File: src/rtl/cam_pkg.sv
// Shared types and default parameters for the camera readout sequencer.
package cam_pkg;

    typedef enum logic [2:0] {
        IDLE    = 3'd0,
        EXPOSE  = 3'd1,
        SETTLE  = 3'd2,
        CONVERT = 3'd3,
        GAP     = 3'd4
    } seq_state_t;

    localparam int DEF_NUM_ROWS    = 2;
    localparam int DEF_EXP_W       = 8;
    localparam int DEF_TIMEOUT_CYC = 16;

endpackage

File: src/rtl/exp_timer.sv
// Loadable down-counter for the exposure interval; `last` flags count==1.
module exp_timer #(
    parameter int W = 8
) (
    input  logic         clk,
    input  logic         reset,
    input  logic         load,
    input  logic [W-1:0] load_val,
    input  logic         dec,
    output logic [W-1:0] value,
    output logic         last
);

    logic [W-1:0] value_q;

    always_ff @(posedge clk) begin
        if (reset) begin
            value_q <= '0;
        end else if (load) begin
            value_q <= load_val;
        end else if (dec && value_q != '0) begin
            value_q <= value_q - 1'b1;
        end
    end

    assign value = value_q;
    assign last  = (value_q == W'(1));

endmodule

File: src/rtl/sensor_readout_seq.sv
// Frame sequencer: erase, exposure, then row-by-row readout with ADC handshake.
// Optional ADC handshake timeout is enabled by defining SRS_ADC_TIMEOUT_EN.
module sensor_readout_seq
    import cam_pkg::*;
#(
    parameter int NUM_ROWS    = DEF_NUM_ROWS,
    parameter int EXP_W       = DEF_EXP_W,
    parameter int TIMEOUT_CYC = DEF_TIMEOUT_CYC
) (
    input  logic                clk,
    input  logic                reset,
    input  logic                init,
    input  logic [EXP_W-1:0]    exp_time,
    input  logic                adc_done,
    output logic [NUM_ROWS-1:0] nre,
    output logic                adc_start,
    output logic                expose,
    output logic                erase,
    output logic                busy,
    output logic                frame_done,
    output logic                adc_err
);

    localparam int ROW_W = (NUM_ROWS > 1) ? $clog2(NUM_ROWS) : 1;
    localparam logic [ROW_W-1:0] LAST_ROW = ROW_W'(NUM_ROWS - 1);

    seq_state_t state_q, state_d;
    logic [ROW_W-1:0]    row_q, row_d;
    logic [NUM_ROWS-1:0] nre_q, nre_d;
    logic adc_start_q, expose_q, erase_q, busy_q, frame_done_q;
    logic exp_last, tmo_hit;
    logic [EXP_W-1:0] exp_load;
    logic [EXP_W-1:0] unused_exp_value;

    // Zero exposure is promoted to one cycle so EXPOSE always terminates.
    assign exp_load = (exp_time == '0) ? EXP_W'(1) : exp_time;

    exp_timer #(.W(EXP_W)) u_exp_timer (
        .clk      (clk),
        .reset    (reset),
        .load     (state_q == IDLE),
        .load_val (exp_load),
        .dec      (state_q == EXPOSE),
        .value    (unused_exp_value),
        .last     (exp_last)
    );

`ifdef SRS_ADC_TIMEOUT_EN
    localparam int TMO_W = $clog2(TIMEOUT_CYC + 1);
    logic [TMO_W-1:0] tmo_q;
    logic             err_q;

    assign tmo_hit = (state_q == CONVERT) && !adc_done &&
                     (tmo_q == TMO_W'(TIMEOUT_CYC - 1));

    always_ff @(posedge clk) begin
        if (reset) begin
            tmo_q <= '0;
            err_q <= 1'b0;
        end else begin
            tmo_q <= (state_q == CONVERT && !adc_done) ? tmo_q + 1'b1 : '0;
            err_q <= err_q | tmo_hit;
        end
    end

    assign adc_err = err_q;
`else
    logic unused_tmo_cfg;
    assign unused_tmo_cfg = (TIMEOUT_CYC != 0);
    assign tmo_hit        = 1'b0;
    assign adc_err        = 1'b0;
`endif

    always_comb begin
        state_d = state_q;
        row_d   = row_q;
        case (state_q)
            IDLE:    if (init) state_d = EXPOSE;
            EXPOSE:  if (exp_last) state_d = SETTLE;
            SETTLE:  state_d = CONVERT;
            CONVERT: begin
                if (adc_done) state_d = (row_q == LAST_ROW) ? IDLE : GAP;
                else if (tmo_hit) state_d = IDLE;
            end
            GAP: begin
                state_d = SETTLE;
                row_d   = row_q + 1'b1;
            end
            default: state_d = IDLE;
        endcase
        if (state_d == IDLE || state_d == EXPOSE) row_d = '0;
    end

    // Outputs are registered from the next state so they line up with state_q.
    always_comb begin
        nre_d = '1;
        for (int i = 0; i < NUM_ROWS; i++) begin
            if ((state_d == SETTLE || state_d == CONVERT) && row_d == ROW_W'(i))
                nre_d[i] = 1'b0;
        end
    end

    always_ff @(posedge clk) begin
        if (reset) begin
            state_q      <= IDLE;
            row_q        <= '0;
            nre_q        <= '1;
            adc_start_q  <= 1'b0;
            expose_q     <= 1'b0;
            erase_q      <= 1'b1;
            busy_q       <= 1'b0;
            frame_done_q <= 1'b0;
        end else begin
            state_q      <= state_d;
            row_q        <= row_d;
            nre_q        <= nre_d;
            adc_start_q  <= (state_q == SETTLE);
            expose_q     <= (state_d == EXPOSE);
            erase_q      <= (state_d == IDLE);
            busy_q       <= (state_d != IDLE);
            frame_done_q <= (state_q == CONVERT) && adc_done && (row_q == LAST_ROW);
        end
    end

    assign nre        = nre_q;
    assign adc_start  = adc_start_q;
    assign expose     = expose_q;
    assign erase      = erase_q;
    assign busy       = busy_q;
    assign frame_done = frame_done_q;

endmodule

File: config.mk
export PLATFORM = sky130hd
export DESIGN_NAME = sensor_readout_seq
export DESIGN_NICKNAME = d
export VERILOG_FILES = /design/src/rtl/cam_pkg.sv /design/src/rtl/exp_timer.sv /design/src/rtl/sensor_readout_seq.sv
export SDC_FILE = /design/constraint.sdc
export NUM_CORES = 1
export LEC_CHECK = 0
export ABC_AREA = 1
export CAP_MARGIN = 20
export CORE_UTILIZATION = 57
export CTS_BUF_LIST = sky130_fd_sc_hd__clkbuf_4
export CTS_CLUSTER_SIZE = 30
export DETAILED_ROUTE_END_ITERATION = 10
export PLACE_DENSITY_LB_ADDON = 0.2
export SYNTH_ARGS = -nofsm -noshare
export SYNTH_HDL_FRONTEND = slang
export SYNTH_SLANG_ARGS = --single-unit
File: constraint.sdc
create_clock -name clk -period 3.54 [get_ports clk]
set_input_delay 0.531 -clock clk [delete_from_list [all_inputs] [get_ports clk]]
set_output_delay 0.531 -clock clk [all_outputs]
set_load 0.01 [all_outputs]
**After elaboration in Yosys (flattened, before gate mapping)**

Cells that the tools add are included.

- Multiplexer cells: 12
- Bitwise operators: 1
- Equal/unequal tests: 8
- Add/sub/neg operators: 2
- Reductions and logical operators: 13

Operator list:

| cell | count |
|---|---|
| 8-bit 2-to-1 mux | 3 |
| 3-bit one-hot mux with 5 select lines | 1 |
| 3-bit by 2-bit equality test with 1-bit output, second input constant | 4 |
| 3-bit 2-to-1 mux | 4 |
| 8-bit by 1-bit equality test with 1-bit output, second input constant | 1 |
| 8-bit logical NOT | 1 |
| 8-bit nonzero test | 1 |
| 8-bit by 1-bit subtractor with 8-bit output, second input constant | 1 |
| 3-bit by 1-bit equality test with 1-bit output, second input constant | 2 |
| 3-bit logical NOT | 2 |
| 1-bit logical AND | 5 |
| 1-bit 2-to-1 mux | 4 |
| 3-bit equality test, second input constant | 1 |
| 3-bit nonzero test | 1 |
| 1-bit logical OR | 2 |
| 2-bit nonzero test | 1 |
| 1-bit adder, second input constant | 1 |
| 1-bit inverter | 1 |

- Flip-flop bits (word level): 19
- Input port bits: 12
- Output and inout bits: 8
- Logic and storage cells: 45

**Logic depth before layout (Yosys ltp)**

- Depth after elaboration: 9
- Depth in mapped cells: 9

**Hierarchy**

From an unflattened synthesis, not the netlist that was laid out.

- Cells, all modules: 171
- Area total of the unflattened synthesis: 1126.1 µm²

Modules (own cells, without submodules):

| module | cells each | instances | area each (µm²) | seq. area each (µm²) |
|---|---|---|---|---|
| exp_timer | 107 | 1 | 653.1 | 160.2 |
| sensor_readout_seq | 64 | 1 | 473.0 | 220.2 |

**Worst setup path before layout**

No wires, ideal clock.

- Path kind: register -> register
- Start: register u_exp_timer.value_q[0] (netlist: u_exp_timer.value[0])
- End: register u_exp_timer.value_q[3] (netlist: u_exp_timer.value[3])
- Library setup time: 0.116 ns
- Buffers on the path: 0
- Required time: 3.424 ns
- Path slack: 2.216 ns
- Clock period less this slack: 1.324 ns
- Stages on the path, launching flop included: 8
- Data arrival time: 1.208 ns
- Cell sequence: dfxtp_1 > inv_1 > ha_1 > nand2_4 > o21ai_4 > nand2_1 > nand2_1 > a21oi_1

- Cells in the longest elaborated chain, start to end: 3
- Elaborated cells between the ends (all ways): 6
- Classes of those cells: add/sub: 1; mux: 2; reduce/logical: 3

RTL lines:

| what | line | RTL |
|---|---|---|
| start, declared | exp_timer.sv:14 | `logic [W-1:0] value_q;` |
| start signal, assigned | exp_timer.sv:20 | `value_q <= load_val;` |
| start signal, assigned | exp_timer.sv:22 | `value_q <= value_q - 1'b1;` |
| 8-bit by 1-bit subtractor with 8-bit output / 8-bit nonzero test (equally long branches) | exp_timer.sv:22, exp_timer.sv:21 |  |
| 8-bit 2-to-1 mux / 1-bit logical AND (equally long branches) | exp_timer.sv:21 | `end else if (dec && value_q != '0) begin` |
| 8-bit 2-to-1 mux / 2-bit nonzero test (equally long branches) | - |  |

Parallel ways exist; a longest one is shown, timed or not. The select of a mux whose other input is x is not followed.
A chain may end at the register's enable or synchronous reset.

**Worst setup path in the final report**

- Start: register nre_q[1] (netlist: nre[1])
- End: output port nre[1]

RTL lines:

| what | line | RTL |
|---|---|---|
| start, declared | sensor_readout_seq.sv:29 | `logic [NUM_ROWS-1:0] nre_q, nre_d;` |
| start signal, assigned | sensor_readout_seq.sv:116 | `nre_q <= nre_d;` |
| end, declared | sensor_readout_seq.sv:15 | `output logic [NUM_ROWS-1:0] nre,` |

No word-level cell between the ends.

==> flow_metrics.env <==
export IMPL_crit_family="buffers and inverters"
export IMPL_final_area_sq_um=1276
export IMPL_async_flop_share_pct=0
export IMPL_start_util_pct=61.38
export IMPL_ys_ff_latch=19
export IMPL_cts_buffers=3
export IMPL_final_nets=190
export IMPL_grt_use_total_pct=25.81
export IMPL_rows=15
export IMPL_grt_first_pass_wirelength_microns=3850
export IMPL_finalCriticalPeriod_ns=1.695
export IMPL_cts_resized=0
export IMPL_clockPowerShare_pct=19.5
export IMPL_cts_sinks=19
export IMPL_worst_endpoint_arrival_ns=1.16
export IMPL_hpwl_microns=1816
export IMPL_cts_tree="done"
export IMPL_synth_distinct_cells=26
export IMPL_grt_max_degree=13
export IMPL_fmax_mhz=590.0
export IMPL_synth_adder_area_share_pct=2.361
export IMPL_final_hold_viol_count=0
export IMPL_final_common_cell="nand2_1"
export IMPL_tns_ns=0
export IMPL_ir_worst_vdd_mv=0.4128
export IMPL_power_density_nw_per_um2=441.2
export IMPL_root_buffer="clkbuf_4"
export IMPL_grt_pass1_vias=849
export IMPL_synthXorXnorAreaFrac_pct=1.653
export IMPL_power_switching_mw=0.2095
export IMPL_drive_above_1_share_pct=10.86
export IMPL_final_antenna_net_count=0
export IMPL_rsz0062_at_grt="false"
export IMPL_synth_warning_count=0
export IMPL_fill_cells=151
export IMPL_viasPerCell=4.970
export IMPL_layout_common_cells="nand2_1, inv_1, dfxtp_1, clkdlybuf4s50_1, nor2_1"
export IMPL_critical_path_class="flip-flop to output pin"
export IMPL_worst_path_buf_inv=1
export IMPL_io_pins=20
export IMPL_swShare_pct=37.21
export IMPL_netlist_instances=156
export IMPL_cp_data_required_time_ns=3.01
export IMPL_ys_flop_type="dfxtp_1"
export IMPL_power_internal_mw=0.3536
export IMPL_report_final_slew_viol_count=0
export IMPL_drv_cap=0
export IMPL_syn_num_nets=170
export IMPL_fin_worst_skew_ns=0.002116
export IMPL_routed_wl_microns=2240
export IMPL_crit_fanout=1
export IMPL_wire_per_inst_microns=11.20
export IMPL_synth_seq_area_share_pct=35.89
export IMPL_p_leak_nw=0.5848
export IMPL_syn_area_sq_um=1060
export IMPL_dieArea_sq_um=2036
export IMPL_synth_edf_count=0
export IMPL_clk_latency_ns=0.29
export IMPL_clk_pin_slew_worst_paths_ns=0.11
export IMPL_drcViolationCount=0
export IMPL_hp_class="flip-flop to flip-flop"
export IMPL_overflow=0
export IMPL_synth_top_family_by_area="simple AND/OR/NAND/NOR gates"
export IMPL_areaGrowthSynthToFinish_pct=20.42
export IMPL_coreArea_sq_um=1727
export IMPL_critical_path_max_stage_delay_ns=0.55
export IMPL_pwr_share_seq_pct=45.2
export IMPL_drtIter0Drc=22
export IMPL_diodes=0
export IMPL_startpoint_type="flip-flop"
export IMPL_crit_path_top_delay_cell="clkdlybuf4s50_1"
export IMPL_status="completed"
export IMPL_fp_dieH_microns=45.12
export IMPL_num_vias=994
export IMPL_period_share_pct=47.88
export IMPL_antenna_found_initial=0
export IMPL_syn_avg_cell_area_sq_um=6.793
export IMPL_htreeDepth=1
export IMPL_fp_dieW_microns=45.12
export IMPL_firstDrtPassIters=4
export IMPL_place_area_sq_um=1249
export IMPL_setup_violations=0
export IMPL_ctsLongestPathBuffers=2
export IMPL_cts_setup_buffers=0
export IMPL_combPwrFrac_pct=35.3
export IMPL_io_buffers=18
export IMPL_muxShareOfSynthArea_pct=0
export IMPL_synth_compound_area_share_pct=6.612
export IMPL_end_kind="output pin"
export IMPL_yosys_area_share_simple_pct=43.21
export IMPL_hold_buffers=0
export IMPL_path_cells="clkdlybuf4s50_1"
export IMPL_gp_congestion=0.8980
[power groups by stage]
stage               combinational [mW]  sequential, mW  clock (mW)
finish                           0.199           0.254       0.110
global route                     0.222           0.257       0.123
CTS                              0.198           0.254       0.112
detailed placement               0.197           0.259           0
global placement                 0.190           0.258           0
floorplan                        0.145           0.257           0
[per-layer routing]
metal	wire length [microns]	track usage (%)
met4	15	5.455
met5	0	0
met3	135	3.600
met2	1072	41.16
met1	1016	36.95
[per-stage QoR]
step	cells	hold slack, ns	total power [mW]	util (%)	setup WS (ns)
2_1_floorplan	156	0.4596	0.4023	-	2.216
4_1_cts	200	0.5264	0.5641	73.91	1.832
3_3_place_gp	196	0.4867	0.4476	72.32	1.856
3_5_place_dp	196	0.5099	0.4561	72.32	1.807
6_report	200	0.5226	0.5631	73.91	1.845
5_1_grt	200	0.5535	0.6024	73.91	1.781
[cell families after synthesis]
family	count (synthesis)
simple gates	96
buf+inv	25
flops	19
compound gates	11
xor+xnor	2
fa+ha+maj	2
other cells	1
[final timing paths]
kind	start	to	slack (ns)	cells after the start
hold / removal	u_exp_timer.value[1]	u_exp_timer.value[1]	0.52	2
setup reg to reg	u_exp_timer.value[0]	u_exp_timer.value[3]	1.91	7
setup / recovery	nre[1]	nre[1]	1.85	1
hold reg to reg	u_exp_timer.value[1]	u_exp_timer.value[1]	0.52	2
[flip-flops by register name (all words and copies together), names as in the netlist]
name,flops
u_exp_timer.value,8
state_q,3
nre,2
adc_start,1
busy,1
erase,1
expose,1
frame_done,1
row_q,1
[cells in the mapped netlist, types with 2 or more instances]
master	n	area, sq um
a21oi_1	5	25.02
buf_4	2	15.01
dfxtp_1	19	380.4
ha_1	2	25.02
inv_1	19	71.32
inv_2	3	11.26
nand2_1	50	187.7
nand3_1	13	65.06
nand3_2	2	20.02
nand4_1	2	12.51
nor2_1	17	63.81
nor2_4	4	45.04
nor3_1	2	10.01
o21ai_0	3	15.01
xor2_1	2	17.52
[area by class of cell]
cell class                 count  area, sq um  share of cell area, %
inverter                      22        82.58                  6.471
clock buffer                   3        22.52                  1.765
timing repair buffer          18        180.2                  14.12
tap                           25        31.28                  2.451
clock inverter                 1        5.005                 0.3922
sequential                    19        380.4                  29.80
multi-input combinational    112        574.3                  45.00
[tightest hold or removal path: cells and delay by family (launching register included)]
kind | cells | cell delay, ns
AND/OR/NAND/NOR | 1 | 0.09
AO/OA/AOI/OAI | 1 | 0.05
flip-flops | 1 | 0.34
(Power assumes the default switching activity.)
==> RTL change (same flow settings) <==
Register the inputs `init` and `exp_time` before use, without a reset. The logic sees them one clock later. The other inputs are not delayed to match.
--- a/src/rtl/sensor_readout_seq.sv
+++ b/src/rtl/sensor_readout_seq.sv
@@ -26,2 +26,10 @@
 
+    logic init_q;
+    logic [EXP_W-1:0] exp_time_q;
+
+    always_ff @(posedge clk) begin
+        init_q     <= init;
+        exp_time_q <= exp_time;
+    end
+
     seq_state_t state_q, state_d;
@@ -35,3 +43,3 @@
     // Zero exposure is promoted to one cycle so EXPOSE always terminates.
-    assign exp_load = (exp_time == '0) ? EXP_W'(1) : exp_time;
+    assign exp_load = (exp_time_q == '0) ? EXP_W'(1) : exp_time_q;
 
@@ -77,3 +85,3 @@
         case (state_q)
-            IDLE:    if (init) state_d = EXPOSE;
+            IDLE:    if (init_q) state_d = EXPOSE;
             EXPOSE:  if (exp_last) state_d = SETTLE;
Check against the original RTL: not equivalent (Yosys sat finds a counterexample within 4 cycles, from zero or initial values and one cycle with reset high).
==> RTL change against the unedited design <==
  * Wire length increased by 8.1%
  * Worst setup slack got worse by 0.024 ns
  * Worst hold slack got worse by 0.018 ns
  * Die area is 17% higher
  * Sequential power up 45%
  * Synthesized area is 18% higher
  * Synthesized cell count increased by 10%
  * Total power up 38%
  * Register-to-register slack got worse by 0.03 ns
  * Largest cell class unchanged
  * Count of clock-buffer cells in the layout is the same
  * Final area is 17% higher
  * Utilization rose by 0.16 points
  * Clock skew grew 0.0080 ns
  * Sequential cell count up 9
==> RTL change: results (changes against the unedited design) <==
STA
  • Hold slack: 0.504 ns (-0.0182 ns)

Global routing
  • Largest net degree at the start of global routing: 17 (+4)
  • Vias in the first global route: 1,086 (+28%)
  • First-pass GRT wire length: 4370 um (+13%)

Logic synthesis
  • Synth cell types: 25 (-3.8%)
  • Avg Inst Size Synth: 7.29 sq um (+7.3%)
  • Post-synthesis sequential area ratio: 44.7% (+8.8 points)
  • Syn_nets: 186 (+9.4%)
  • Area contributors post-synth: dfxtp_1, nand2_1, nor2_1

Drt
  • DRT iter0 DRCs: 30 (+36%)
  • Met2 WL: 1170 um (+9.3%)
  • Via density: 5.15 (+3.6%)
  • M1 WL: 1070 um (+4.9%)
  • Wire length on met3: 151 um (+12%)
  • Wire per inst: 11.1 um (-0.80%)

Worst setup path
  • R2R Path End: u_exp_timer.value[0]
  • Worst path arrival time: 1.19 ns (+0.03 ns)
  • FF-to-FF setup slack: 1.88 ns (-0.03 ns)
  • CP max stage delay: 0.53 ns (-0.02 ns)

Placement
  • Post-Place Setup Slack: 1.83 ns (+0.0213 ns)
  • Post-DP HPWL: 1830 um (+1.1%)
  • Placed cell area: 1450 sq um (+16%)
  • # port buffers: 18 (unchanged)
  • GPL Wtd Cong: 0.903 (+0.55%)
  • Inst Count DP: 214 (+9.2%)

Clock tree
  • Clk Latency, worst-skew pair: 0.32 ns (+0.03 ns)
  • Reg clk slew, reported paths: 0.14 ns (+0.03 ns)

Power
  • Worst VDD drop: 0.329 mV (-20%)
  • LEAKAGE: 0.691 nW (+18%)

Layout
  • Post-Layout Cell Count: 218 (+9.0%)
  • Fillers: 156 (+3.3%)
  • Share of cells above drive strength 1: 8.38% (-2.5 points)

Status
  • Status: finished, final reports clean
[RTL change: changes by cell type after synthesis, moves of 2 or more]
cell / unedited run / this run
nor2_2: 1 / 3
nand3_1: 13 / 15
nor2_1: 17 / 26
nand2_1: 50 / 44
dfxtp_1: 19 / 28
inv_1: 19 / 24
nor2_4: 4 / 2
[RTL change: logic make-up (layout without fill, tap and decap cells)]
family	after synthesis	after routing	share of synthesized area [%]
and+or+nand+nor	100	100	37.1
xor gates and xnor gates	2	2	1.40
AOI/OAI and AO/OA	10	10	4.89
DFF	28	28	44.7
buffers and inverters	29	48	9.58
other	1	1	0.299
adders and majority gates	2	2	2.00
[RTL change: how the worst max path moves through the flow]
stage / to / start / depth (start not counted) / slack, ns
after floorplan: u_exp_timer.value[0] / u_exp_timer.value[0] / 7 / 2.14
after global placement: nre[1] / adc_done / 8 / 1.87
after detailed placement: u_exp_timer.value[4] / reset / 4 / 1.83
after CTS: nre[0] / nre[0] / 1 / 1.81
after global routing: busy / busy / 1 / 1.77
final: expose / expose / 1 / 1.82
[RTL change: area by class of cell]
type                    count  area, sq um  share of cell area (%)
multi-input cells         115          573                    38.3
flip-flops and latches     28          561                    37.4
inverters                  26         97.6                    6.52
repair buffers             18          180                    12.0
well taps                  27         33.8                    2.26
clock buffers               3         22.5                    1.50
clock inverters             1         30.0                    2.01
[RTL change: routing by layer]
| metal | GRT usage [%] | vias up |
|---|---|---|
| met5 | 0 | - |
| met4 | 7.84 | 0 |
| met3 | 4.36 | 6 |
| met2 | 39.8 | 46 |
| met1 | 29.2 | 506 |
| li1 | - | 564 |
[RTL change: where the power goes]
part / total (mW) / internal [mW] / switching [mW]
Sequential: 0.369 / 0.342 / 0.0266
Combinational: 0.204 / 0.0804 / 0.123
Clock: 0.202 / 0.114 / 0.0876
Total: 0.775 / 0.537 / 0.238
